===== config.mk =====
export PLATFORM = sky130hd
export DESIGN_NAME = mc_control_unit_flat
export DESIGN_NICKNAME = d
export VERILOG_FILES = /design/src/rtl/mc_control_unit_if.sv /design/src/rtl/mc_control_unit.sv /design/src/flat_wrapper.sv
export SDC_FILE = /design/constraint.sdc
export NUM_CORES = 1
export LEC_CHECK = 0
export ABC_AREA = 1
export ABC_CLOCK_PERIOD_IN_PS = 3090
export CAP_MARGIN = 5
export CORE_ASPECT_RATIO = 1.25
export CORE_MARGIN = 3
export CORE_UTILIZATION = 45
export CTS_BUF_LIST = sky130_fd_sc_hd__clkbuf_16
export DETAILED_ROUTE_END_ITERATION = 7
export PLACE_DENSITY = 0.94
export SLEW_MARGIN = 10
export SYNTH_ARGS = -nofsm -noshare
export SYNTH_HDL_FRONTEND = slang
export SYNTH_SLANG_ARGS = --single-unit

===== constraint.sdc =====
create_clock -name CLK -period 3.09 [get_ports CLK]
set_input_delay 0.309 -clock CLK [delete_from_list [all_inputs] [get_ports CLK]]
set_output_delay 0.309 -clock CLK [all_outputs]
set_load 0.03 [all_outputs]

===== src/rtl/mc_control_unit_if.sv =====
// Cache-side handshake bundle for mc_control_unit: fetch/data requests and their hits.
interface mc_control_unit_if;
  logic [31:0] instr;
  logic        ihit;
  logic        dhit;
  logic        iREN;
  logic        dREN;
  logic        dWEN;

  modport master (input instr, ihit, dhit, output iREN, dREN, dWEN);
  modport slave  (output instr, ihit, dhit, input iREN, dREN, dWEN);
endinterface


===== src/rtl/mc_control_unit.sv =====
// Multicycle MIPS control FSM: FETCH, DECODE, EXEC, MEM, WB, HALT with cache handshakes.
// Optional memory-wait watchdog is compiled in when MC_CU_WATCHDOG_EN is defined.
module mc_control_unit #(
  parameter int WAIT_MAX = 255,
  parameter int CNT_W    = 8
) (
  input  logic              CLK,
  input  logic              nRST,
  mc_control_unit_if.master cache,
  input  logic              alu_zero,
  output logic              pc_wen,
  output logic [1:0]        pc_src,
  output logic [31:0]       ir,
  output logic              regwr,
  output logic [1:0]        regdst,
  output logic [1:0]        memtoreg,
  output logic [1:0]        alu_src,
  output logic [3:0]        alu_op,
  output logic              extop,
  output logic              halt,
  output logic              err,
  output logic [2:0]        state
);

  typedef enum logic [2:0] {
    FETCH  = 3'd0,
    DECODE = 3'd1,
    EXEC   = 3'd2,
    MEM    = 3'd3,
    WB     = 3'd4,
    HALT   = 3'd5
  } state_t;

  typedef enum logic [3:0] {
    ALU_SLL  = 4'd0,
    ALU_SRL  = 4'd1,
    ALU_ADD  = 4'd2,
    ALU_SUB  = 4'd3,
    ALU_AND  = 4'd4,
    ALU_OR   = 4'd5,
    ALU_XOR  = 4'd6,
    ALU_NOR  = 4'd7,
    ALU_SLT  = 4'd8,
    ALU_SLTU = 4'd9
  } aluop_t;

  typedef enum logic [3:0] {
    C_NOP  = 4'd0,
    C_RALU = 4'd1,
    C_JR   = 4'd2,
    C_IALU = 4'd3,
    C_LW   = 4'd4,
    C_SW   = 4'd5,
    C_BEQ  = 4'd6,
    C_BNE  = 4'd7,
    C_J    = 4'd8,
    C_JAL  = 4'd9,
    C_HALT = 4'd10
  } cls_t;

  state_t      state_r;
  logic [31:0] ir_r;
  logic        halt_r;

  cls_t        cls_s;
  aluop_t      alu_op_s;
  logic [1:0]  alu_src_s;
  logic        extop_s;
  logic [1:0]  regdst_s;
  logic [1:0]  memtoreg_s;
  logic [5:0]  opcode_s;
  logic [5:0]  funct_s;

  logic        iren_s;
  logic        dren_s;
  logic        dwen_s;
  logic        pc_wen_s;
  logic [1:0]  pc_src_s;
  logic        regwr_s;
  logic        waiting_s;
  logic        wd_trip_s;

  assign opcode_s = ir_r[31:26];
  assign funct_s  = ir_r[5:0];

  // Instruction decode from the latched IR; selects stay stable while IR is held.
  always_comb begin
    cls_s      = C_NOP;
    alu_op_s   = ALU_ADD;
    alu_src_s  = 2'd0;
    extop_s    = 1'b0;
    regdst_s   = 2'd0;
    memtoreg_s = 2'd0;
    case (opcode_s)
      6'h00: begin
        cls_s    = C_RALU;
        regdst_s = 2'd1;
        case (funct_s)
          6'h00:   alu_op_s = ALU_SLL;
          6'h02:   alu_op_s = ALU_SRL;
          6'h21:   alu_op_s = ALU_ADD;
          6'h23:   alu_op_s = ALU_SUB;
          6'h24:   alu_op_s = ALU_AND;
          6'h25:   alu_op_s = ALU_OR;
          6'h26:   alu_op_s = ALU_XOR;
          6'h27:   alu_op_s = ALU_NOR;
          6'h2A:   alu_op_s = ALU_SLT;
          6'h2B:   alu_op_s = ALU_SLTU;
          6'h08:   cls_s    = C_JR;
          default: cls_s    = C_NOP;
        endcase
      end
      6'h09: begin cls_s = C_IALU; alu_src_s = 2'd1; extop_s = 1'b1; end
      6'h0A: begin cls_s = C_IALU; alu_src_s = 2'd1; extop_s = 1'b1; alu_op_s = ALU_SLT; end
      6'h0B: begin cls_s = C_IALU; alu_src_s = 2'd1; extop_s = 1'b1; alu_op_s = ALU_SLTU; end
      6'h0C: begin cls_s = C_IALU; alu_src_s = 2'd1; alu_op_s = ALU_AND; end
      6'h0D: begin cls_s = C_IALU; alu_src_s = 2'd1; alu_op_s = ALU_OR; end
      6'h0E: begin cls_s = C_IALU; alu_src_s = 2'd1; alu_op_s = ALU_XOR; end
      // LUI adds the shifted immediate to rs, which the encoding fixes at $0.
      6'h0F: begin cls_s = C_IALU; alu_src_s = 2'd2; end
      6'h23: begin cls_s = C_LW; alu_src_s = 2'd1; extop_s = 1'b1; memtoreg_s = 2'd1; end
      6'h2B: begin cls_s = C_SW; alu_src_s = 2'd1; extop_s = 1'b1; end
      6'h04: begin cls_s = C_BEQ; extop_s = 1'b1; alu_op_s = ALU_SUB; end
      6'h05: begin cls_s = C_BNE; extop_s = 1'b1; alu_op_s = ALU_SUB; end
      6'h02: cls_s = C_J;
      6'h03: begin cls_s = C_JAL; regdst_s = 2'd2; memtoreg_s = 2'd2; end
      6'h3F: cls_s = C_HALT;
      default: cls_s = C_NOP;
    endcase
  end

  assign waiting_s = ((state_r == FETCH) && !cache.ihit) ||
                     ((state_r == MEM)   && !cache.dhit);

`ifdef MC_CU_WATCHDOG_EN
  logic [CNT_W-1:0] wait_cnt_r;
  logic             err_r;

  assign wd_trip_s = waiting_s && (wait_cnt_r == CNT_W'(WAIT_MAX - 1));

  // Wait counter: counts consecutive hit-less FETCH/MEM cycles, cleared on any state change.
  always_ff @(posedge CLK or negedge nRST) begin
    if (!nRST) begin
      wait_cnt_r <= '0;
      err_r      <= 1'b0;
    end else begin
      if (waiting_s && !wd_trip_s) begin
        wait_cnt_r <= wait_cnt_r + CNT_W'(1);
      end else begin
        wait_cnt_r <= '0;
      end
      err_r <= err_r | wd_trip_s;
    end
  end

  assign err = err_r;
`else
  logic [CNT_W-1:0] wait_unused_s;

  assign wait_unused_s = CNT_W'(WAIT_MAX) ^ {CNT_W{waiting_s}};
  assign wd_trip_s     = 1'b0;
  assign err           = 1'b0;
`endif

  // Sequencer state, instruction register and sticky halt flag.
  always_ff @(posedge CLK or negedge nRST) begin
    if (!nRST) begin
      state_r <= FETCH;
      ir_r    <= 32'h0000_0000;
      halt_r  <= 1'b0;
    end else if (wd_trip_s) begin
      state_r <= HALT;
      halt_r  <= 1'b1;
    end else begin
      case (state_r)
        FETCH: begin
          if (cache.ihit) begin
            ir_r    <= cache.instr;
            state_r <= DECODE;
          end
        end
        DECODE: begin
          if (cls_s == C_HALT) begin
            state_r <= HALT;
            halt_r  <= 1'b1;
          end else begin
            state_r <= EXEC;
          end
        end
        EXEC: begin
          case (cls_s)
            C_RALU, C_IALU, C_JAL: state_r <= WB;
            C_LW, C_SW:            state_r <= MEM;
            default:               state_r <= FETCH;
          endcase
        end
        MEM: begin
          if (cache.dhit) begin
            state_r <= (cls_s == C_LW) ? WB : FETCH;
          end
        end
        WB:      state_r <= FETCH;
        HALT:    state_r <= HALT;
        default: state_r <= FETCH;
      endcase
    end
  end

  // Per-cycle strobes from state, IR class and the hit/zero inputs.
  always_comb begin
    iren_s   = 1'b0;
    dren_s   = 1'b0;
    dwen_s   = 1'b0;
    pc_wen_s = 1'b0;
    pc_src_s = 2'd0;
    regwr_s  = 1'b0;
    case (state_r)
      FETCH: begin
        iren_s   = 1'b1;
        pc_wen_s = cache.ihit;
      end
      EXEC: begin
        case (cls_s)
          C_JR:       begin pc_wen_s = 1'b1; pc_src_s = 2'd3; end
          C_J, C_JAL: begin pc_wen_s = 1'b1; pc_src_s = 2'd2; end
          C_BEQ:      begin pc_wen_s = alu_zero;  pc_src_s = alu_zero ? 2'd1 : 2'd0; end
          C_BNE:      begin pc_wen_s = !alu_zero; pc_src_s = alu_zero ? 2'd0 : 2'd1; end
          default:    pc_wen_s = 1'b0;
        endcase
      end
      MEM: begin
        dren_s = (cls_s == C_LW);
        dwen_s = (cls_s == C_SW);
      end
      WB:      regwr_s = 1'b1;
      default: iren_s  = 1'b0;
    endcase
  end

  assign cache.iREN = iren_s;
  assign cache.dREN = dren_s;
  assign cache.dWEN = dwen_s;
  assign pc_wen     = pc_wen_s;
  assign pc_src     = pc_src_s;
  assign regwr      = regwr_s;
  assign ir         = ir_r;
  assign regdst     = regdst_s;
  assign memtoreg   = memtoreg_s;
  assign alu_src    = alu_src_s;
  assign alu_op     = alu_op_s;
  assign extop      = extop_s;
  assign halt       = halt_r;
  assign state      = state_r;

endmodule

===== src/flat_wrapper.sv =====
// flat-port wrapper written by rule: the top's interface ports become plain ports
module mc_control_unit_flat 
#(
  parameter int WAIT_MAX = 255,
  parameter int CNT_W    = 8
)
  (CLK, nRST, alu_zero, pc_wen, pc_src, ir, regwr, regdst, memtoreg, alu_src, alu_op, extop, halt, err, state, cache_instr, cache_ihit, cache_dhit, cache_iREN, cache_dREN, cache_dWEN);
  mc_control_unit_if cache_i ();
  input  logic CLK;
  input  logic nRST;
  input  logic alu_zero;
  output logic pc_wen;
  output logic [1:0] pc_src;
  output logic [31:0] ir;
  output logic regwr;
  output logic [1:0] regdst;
  output logic [1:0] memtoreg;
  output logic [1:0] alu_src;
  output logic [3:0] alu_op;
  output logic extop;
  output logic halt;
  output logic err;
  output logic [2:0] state;
  input wire logic [$bits(cache_i.instr)-1:0] cache_instr;
  input wire logic [$bits(cache_i.ihit)-1:0] cache_ihit;
  input wire logic [$bits(cache_i.dhit)-1:0] cache_dhit;
  output wire logic [$bits(cache_i.iREN)-1:0] cache_iREN;
  output wire logic [$bits(cache_i.dREN)-1:0] cache_dREN;
  output wire logic [$bits(cache_i.dWEN)-1:0] cache_dWEN;
  assign cache_i.instr = cache_instr;
  assign cache_i.ihit = cache_ihit;
  assign cache_i.dhit = cache_dhit;
  assign cache_iREN = cache_i.iREN;
  assign cache_dREN = cache_i.dREN;
  assign cache_dWEN = cache_i.dWEN;
  mc_control_unit #(.WAIT_MAX(WAIT_MAX), .CNT_W(CNT_W)) u_core (.CLK(CLK), .nRST(nRST), .cache(cache_i), .alu_zero(alu_zero), .pc_wen(pc_wen), .pc_src(pc_src), .ir(ir), .regwr(regwr), .regdst(regdst), .memtoreg(memtoreg), .alu_src(alu_src), .alu_op(alu_op), .extop(extop), .halt(halt), .err(err), .state(state));
endmodule

==> results.py, run 1 <==
metrics = {
    "critical_path": {
        "arrival_ns": 2.46,
        "reg2reg_slack_ns": 1.42,
        "critical_path_class": "reg -> out",
        "reg2reg_to": "u_core.ir[14]$_DFFE_PN0P_",
        "max_stage_delay_ns": 0.67,
        "cp_cell_sequence": "nor2_2, buf_4, inv_2, nor3_4, nand2_2, nand2_1, inv_2, nor2_4, nand3_2, a21oi_2, clkdlybuf4s50_1",
        "worst_setup_path_end_kind": "output port",
        "reg2regPathDepth": 6,
        "path_common_cell": "inv_2",
        "reg2reg_from": "u_core.state[0]$_DFFE_PN0P_",
        "critPathBufInv": 4,
        "cp_data_required_time_ns": 2.78,
        "startpoint": "u_core.ir[31]$_DFFE_PN0P_",
        "critPathTopFamily": "buffers and inverters",
        "critPathSlowestCell": "clkdlybuf4s50_1",
        "crit_path_start_kind": "flop",
        "worst-path-max-fanout": 7,
    },
    "logic_synthesis": {
        "yosys_warnings": 0,
        "synth.cell_area_mm2": 0.00200,
        "yosysUniqueCellTypes": 31,
        "ys_seq_area_share_pct": 45.0,
        "synth_cells": 227,
        "syn_nets": 264,
        "syn_area_per_cell_um2": 8.81,
        "synth-seq-cells": 36,
    },
    "clocking": {
        "cts_tree": "done",
        "clock_path_buffers": 2,
        "ctsResizeCount": 0,
        "cts_setup_buffers": 0,
        "cts_root_buffer": "clkbuf_16",
        "postCtsHoldBufs": 0,
        "cts_sinks": 36,
        "htree_num_levels": 2,
        "insertion_delay_ns": 0.27,
        "clk_pin_slew_ns": 0.05,
        "cts_buffers": 5,
    },
    "die": {
        "ios": 92,
        "coreArea_mm2": 0.00420,
        "start_util_pct": 47.7,
        "die_height_um": 80.6,
        "rows": 26,
        "die_area_mm2": 0.00529,
        "die_w_um": 65.6,
    },
    "power": {
        "pwr-share-seq_pct": 27.3,
        "p_sw_share_pct": 46.1,
        "leakagePower_nw": 1.37,
        "power_density_mw_per_mm2": 1090,
        "clkPwrFrac_pct": 13.7,
        "p_int_mw": 1.80,
        "p_switching_mw": 1.54,
        "p_total_mw": 3.35,
        "p_comb_share_pct": 59.0,
        "ir_worst_vdd_mv": 0.715,
    },
    "place": {
        "gp_congestion": 0.918,
        "hpwl_um": 4220,
        "place_area_mm2": 0.00293,
        "io_buffers": 90,
    },
    "cells_and_area": {
        "layout-area-overhead-vs-synth_pct": 53.5,
        "utilization_pct": 73.2,
        "layout.nets": 356,
        "stdcell_area_mm2": 0.00307,
        "drive_above_1_share_pct": 18.4,
        "diodes": 0,
    },
    "timing": {
        "period_minus_slack_ns": 2.76,
        "worst_slew_pin_slew_ns": 0.881,
        "finalSetupTns_ns": 0,
        "holdWs_ns": 0.148,
        "slew_headroom_pct": 41.3,
        "drv_slew": 0,
        "skew_ns": 0.00358,
        "final_hold_viol_count": 0,
        "fmax_mhz": 362,
        "final.period_utilization_pct": 89.5,
        "setup_violations": 0,
        "rsz0062_at_grt": "no",
    },
    "worst_hold_path": {
        "worstHoldPathType": "in -> async",
    },
    "drt": {
        "antenna_left": 0,
        "drt-pass1-iter-count": 4,
        "wl_per_cell_um": 14.0,
        "viasPerCell": 5.03,
        "drt_iter0_markers": 130,
        "drt-total-wl_um": 5250,
        "drc": 0,
        "vias": 1891,
    },
    "grt": {
        "antenna_found_initial": 0,
        "grt_util_all_layers_pct": 21.5,
        "grt_max_degree": 43,
        "grt_pass1_vias": 1945,
        "grt_pass1_wl_um": 8820,
        "overflow": 0,
    },
    "flow_run": {
        "drv_cap": 0,
    },
    "outcome": {
        "status": "completed",
    },
}
metrics by stage:
step	worst slack (ns)	instances
6_report	0.325	376
5_1_grt	0.138	376
4_1_cts	0.313	376
3_5_place_dp	0.609	368
3_3_place_gp	0.662	368
2_1_floorplan	0.914	227
power groups by stage:
| stage | logic [mW] | registers (mW) | clock network [mW] |
|---|---|---|---|
| final | 1.98 | 0.913 | 0.458 |
| after global routing | 2.12 | 0.951 | 0.490 |
| after CTS | 1.99 | 0.911 | 0.470 |
| after detailed placement | 1.98 | 0.918 | 0 |
| after global placement | 1.95 | 0.900 | 0 |
| after floorplan | 0.778 | 1.35 | 0 |
flip-flops by register name (all words and copies together), names as in the netlist:
name          cells
u_core.state      3
u_core.halt       1
u_core.ir        32
placed cells by master (no fill, tap or decap), types with 2 or more instances in the layout:
cell / synthesis / routed
inv_2: 8 / 8
clkdlybuf4s50_1: 0 / 89
nor2_2: 4 / 4
nand2_4: 2 / 2
nand3_1: 18 / 18
a21oi_1: 12 / 12
nand2_1: 28 / 28
buf_4: 3 / 2
dfrtp_1: 36 / 36
nand4_2: 2 / 2
nand2_2: 7 / 7
nor3_4: 2 / 2
clkbuf_16: 0 / 5
mux2_1: 2 / 2
mux2_2: 20 / 20
nor2_1: 33 / 33
nand3_2: 2 / 2
nand3b_1: 2 / 2
nor3_1: 2 / 2
inv_1: 21 / 23
o21ai_0: 7 / 7
nand4_1: 3 / 3
nor2_4: 2 / 2
layer usage:
metal	GRT usage [%]	wire length (um)	part of all wire (%)	vias up
li1	-	-	-	924
met1	23.8	1990	38	881
met2	38.6	2810	54	77
met3	5.31	345	6.6	9
met4	8.30	102	1.9	0
met5	0	0	0	-
logic make-up (layout without fill, tap and decap cells):
family | Yosys count | count (layout) | synth area share, %
other | 1 | 1 | 0.187
AO/OA/AOI/OAI | 22 | 22 | 5.88
AND/OR/NAND/NOR | 110 | 110 | 28.7
buffers and inverters | 36 | 129 | 7.82
multiplexers | 22 | 22 | 12.4
flip-flops | 36 | 36 | 45.0
synth_stat cells:
cell	n	area share, %
dfrtp_1	36	45
nor2_1	33	6.2
nand2_1	28	5.3
inv_1	21	3.9
mux2_2	20	11
nand3_1	18	4.5
a21oi_1	12	3.0
inv_2	8	1.5
nand2_2	7	2.2
o21ai_0	7	1.8
nor2_2	4	1.3
buf_4	3	1.1
nand4_1	3	0.94
buf_2	2	0.50
mux2_1	2	1.1
nand2_4	2	1.1
nand3_2	2	1.0
nand3b_1	2	0.75
nand4_2	2	1.3
nor2_4	2	1.1
nor3_1	2	0.50
nor3_4	2	1.6
a21oi_2	1	0.44
buf_6	1	0.56
clkbuf_1	1	0.19
conb_1	1	0.19
nor3b_1	1	0.38
o21ai_1	1	0.25
o311ai_0	1	0.44
or2_1	1	0.31
or2_2	1	0.31
how the worst max path moves through the flow:
stage | cells past startpoint | endpoint
after floorplan | 5 | alu_op[2]
after global placement | 11 | cache_dWEN
after global routing | 11 | cache_dWEN
after detailed placement | 11 | cache_dWEN
after CTS | 11 | cache_dWEN
final | 11 | cache_dWEN
worst reg2reg max path, stage by stage (launching register included):
cell and delay [ns]:
dfrtp_1 0.44, nor2_1 0.09, nand2_1 0.10, inv_2 0.07
nand2_4 0.05, buf_4 0.39, mux2_2 0.42
layout make-up:
| class | instances | area, um2 |
|---|---|---|
| Sequential cell | 36 | 901 |
| Tap cell | 56 | 70.1 |
| Multi-Input combinational cell | 155 | 943 |
| Clock buffer | 5 | 125 |
| Inverter | 29 | 109 |
| Timing Repair Buffer | 92 | 911 |
| Clock inverter | 3 | 11.3 |
| Fill cell | 319 | 1130 |
(Power assumes the default switching activity.)
==> inputs of run 2 (changes only) <==
CTS_BUF_LIST = unset   (was sky130_fd_sc_hd__clkbuf_16)
GPL_ROUTABILITY_DRIVEN = 0   (was unset)
==> run 2 against run 1 <==
- non-clock buffer count is 1 lower
- global-route usage fell by 1.1 points
- cell count fell by 1.1%
- worst hold slack worse by 0.014 ns
- clock power down 37%
- combinational power is essentially flat
- worst setup slack worse by 0.012 ns
- critical path type unchanged
- critical endpoint is now pc_wen
==> results.py, run 2 (synthesis results as in run 1) <==
metrics = {
    "die": {
        "start_util_pct": 47.7,
        "die_area_mm2": 0.00529,
        "ios": 92,
        "coreArea_mm2": 0.00420,
        "die_w_um": 65.6,
        "rows": 26,
        "die_height_um": 80.6,
    },
    "grt": {
        "grt_pass1_wl_um": 8280,
        "grt_util_all_layers_pct": 20.3,
        "grt_max_degree": 43,
        "antenna_found_initial": 0,
        "grt_pass1_vias": 1845,
        "overflow": 0,
    },
    "critical_path": {
        "cp_data_required_time_ns": 2.78,
        "critPathSlowestCell": "clkdlybuf4s50_1",
        "reg2reg_slack_ns": 1.42,
        "reg2reg_from": "u_core.state[1]$_DFFE_PN0P_",
        "critical_path_class": "reg -> out",
        "worst-path-max-fanout": 11,
        "reg2regPathDepth": 6,
        "critPathTopFamily": "simple AND/OR/NAND/NOR gates",
        "worst_setup_path_end_kind": "output port",
        "cp_cell_sequence": "nor2_4, nand2_1, nor2_4, nand2_1, o21ai_0, o21ai_0, nand2_1, clkdlybuf4s50_1",
        "path_common_cell": "nand2_1",
        "arrival_ns": 2.47,
        "max_stage_delay_ns": 0.66,
        "crit_path_start_kind": "flop",
        "reg2reg_to": "u_core.ir[14]$_DFFE_PN0P_",
        "critPathBufInv": 1,
        "startpoint": "u_core.ir[31]$_DFFE_PN0P_",
    },
    "drt": {
        "drt-pass1-iter-count": 4,
        "drt-total-wl_um": 5050,
        "antenna_left": 0,
        "drc": 0,
        "wl_per_cell_um": 13.6,
        "drt_iter0_markers": 112,
        "vias": 1876,
        "viasPerCell": 5.04,
    },
    "clocking": {
        "clk_pin_slew_ns": 0.07,
        "cts_root_buffer": "clkbuf_8",
        "postCtsHoldBufs": 0,
        "cts_tree": "done",
        "cts_buffers": 5,
        "clock_path_buffers": 2,
        "insertion_delay_ns": 0.28,
        "cts_setup_buffers": 0,
        "htree_num_levels": 2,
        "cts_sinks": 36,
    },
    "timing": {
        "skew_ns": 0.00686,
        "setup_ws_ns": 0.313,
        "finalSetupTns_ns": 0,
        "rsz0062_at_grt": "no",
        "slew_headroom_pct": 41.5,
        "fmax_mhz": 360,
        "setup_violations": 0,
        "holdWs_ns": 0.134,
        "final.period_utilization_pct": 89.9,
        "period_minus_slack_ns": 2.78,
        "final_hold_viol_count": 0,
        "drv_slew": 0,
        "worst_slew_pin_slew_ns": 0.877,
    },
    "cells_and_area": {
        "stdcell_area_mm2": 0.00300,
        "diodes": 0,
        "utilization_pct": 71.5,
        "drive_above_1_share_pct": 18.4,
        "largest_register_ffs": 32,
        "layout_common_cells": "clkdlybuf4s50_1, dfrtp_1, nor2_1",
        "fin_cells": 372,
        "mostFrequentLayoutCell": "clkdlybuf4s50_1",
        "layout-area-overhead-vs-synth_pct": 50.0,
        "layout.nets": 355,
    },
    "power": {
        "ir_worst_vdd_mv": 0.676,
        "power_density_mw_per_mm2": 1050,
        "leakagePower_nw": 1.33,
        "p_total_mw": 3.16,
    },
    "place": {
        "place_area_mm2": 0.00293,
        "dp_slack_ns": 0.503,
        "place_inst": 367,
        "io_buffers": 90,
        "hpwl_um": 4080,
    },
    "outcome": {
        "status": "completed",
    },
    "flow_run": {
        "drv_cap": 0,
    },
    "worst_hold_path": {
        "worstHoldPathType": "in -> async",
    },
}
run 2: changes by cell type in the layout (fill, tap and decap cells not counted), sizes merged:
cell and delta:
clkinv -1, buf -1, inv -2
run 2: what timing repair did:
action / in CTS / in global routing
endpoints found under the hold margin: 0 / 0
setup endpoints to repair: 0 / 2
resized for setup: 0 / 1
run 2: per-layer routing:
metal  share of wire, %  routed length (um)  track usage [%]  up-vias
met5                  0                   0                0        -
met4                1.3                  65             6.64        0
met3                7.9                 397             6.71        9
met2                 54                2720             36.3       71
met1                 37                1870             22.3      876
li1                   -                   -                -      920
run 2: cell type report:
class | count | area [um2]
inverter | 29 | 109
tap | 56 | 70.1
clock buffer | 5 | 68.8
timing repair buffer | 91 | 903
sequential | 36 | 901
fill | 317 | 1200
multi-input combinational | 155 | 948
run 2: worst max path at each step:
stage | to | slack (ns) | cells past startpoint
after floorplan | alu_op[2] | 0.91 | 5
after global placement | pc_wen | 0.55 | 8
after detailed placement | pc_wen | 0.50 | 8
after CTS | pc_wen | 0.19 | 8
after global routing | pc_wen | 0.10 | 8
final | pc_wen | 0.31 | 8
run 2: power breakdown:
part / leakage (nW) / internal, mW / switching, mW
combinational: 0.879 / 0.804 / 1.15
sequential: 0.416 / 0.706 / 0.209
clock: 0.0359 / 0.145 / 0.143
run 2: worst register-to-register path, stage by stage (launching register included):
cell and delay (ns):
dfrtp_1 0.42, inv_1 0.11, nand2_1 0.10, inv_2 0.06
nand2_4 0.05, buf_4 0.39, mux2_2 0.41
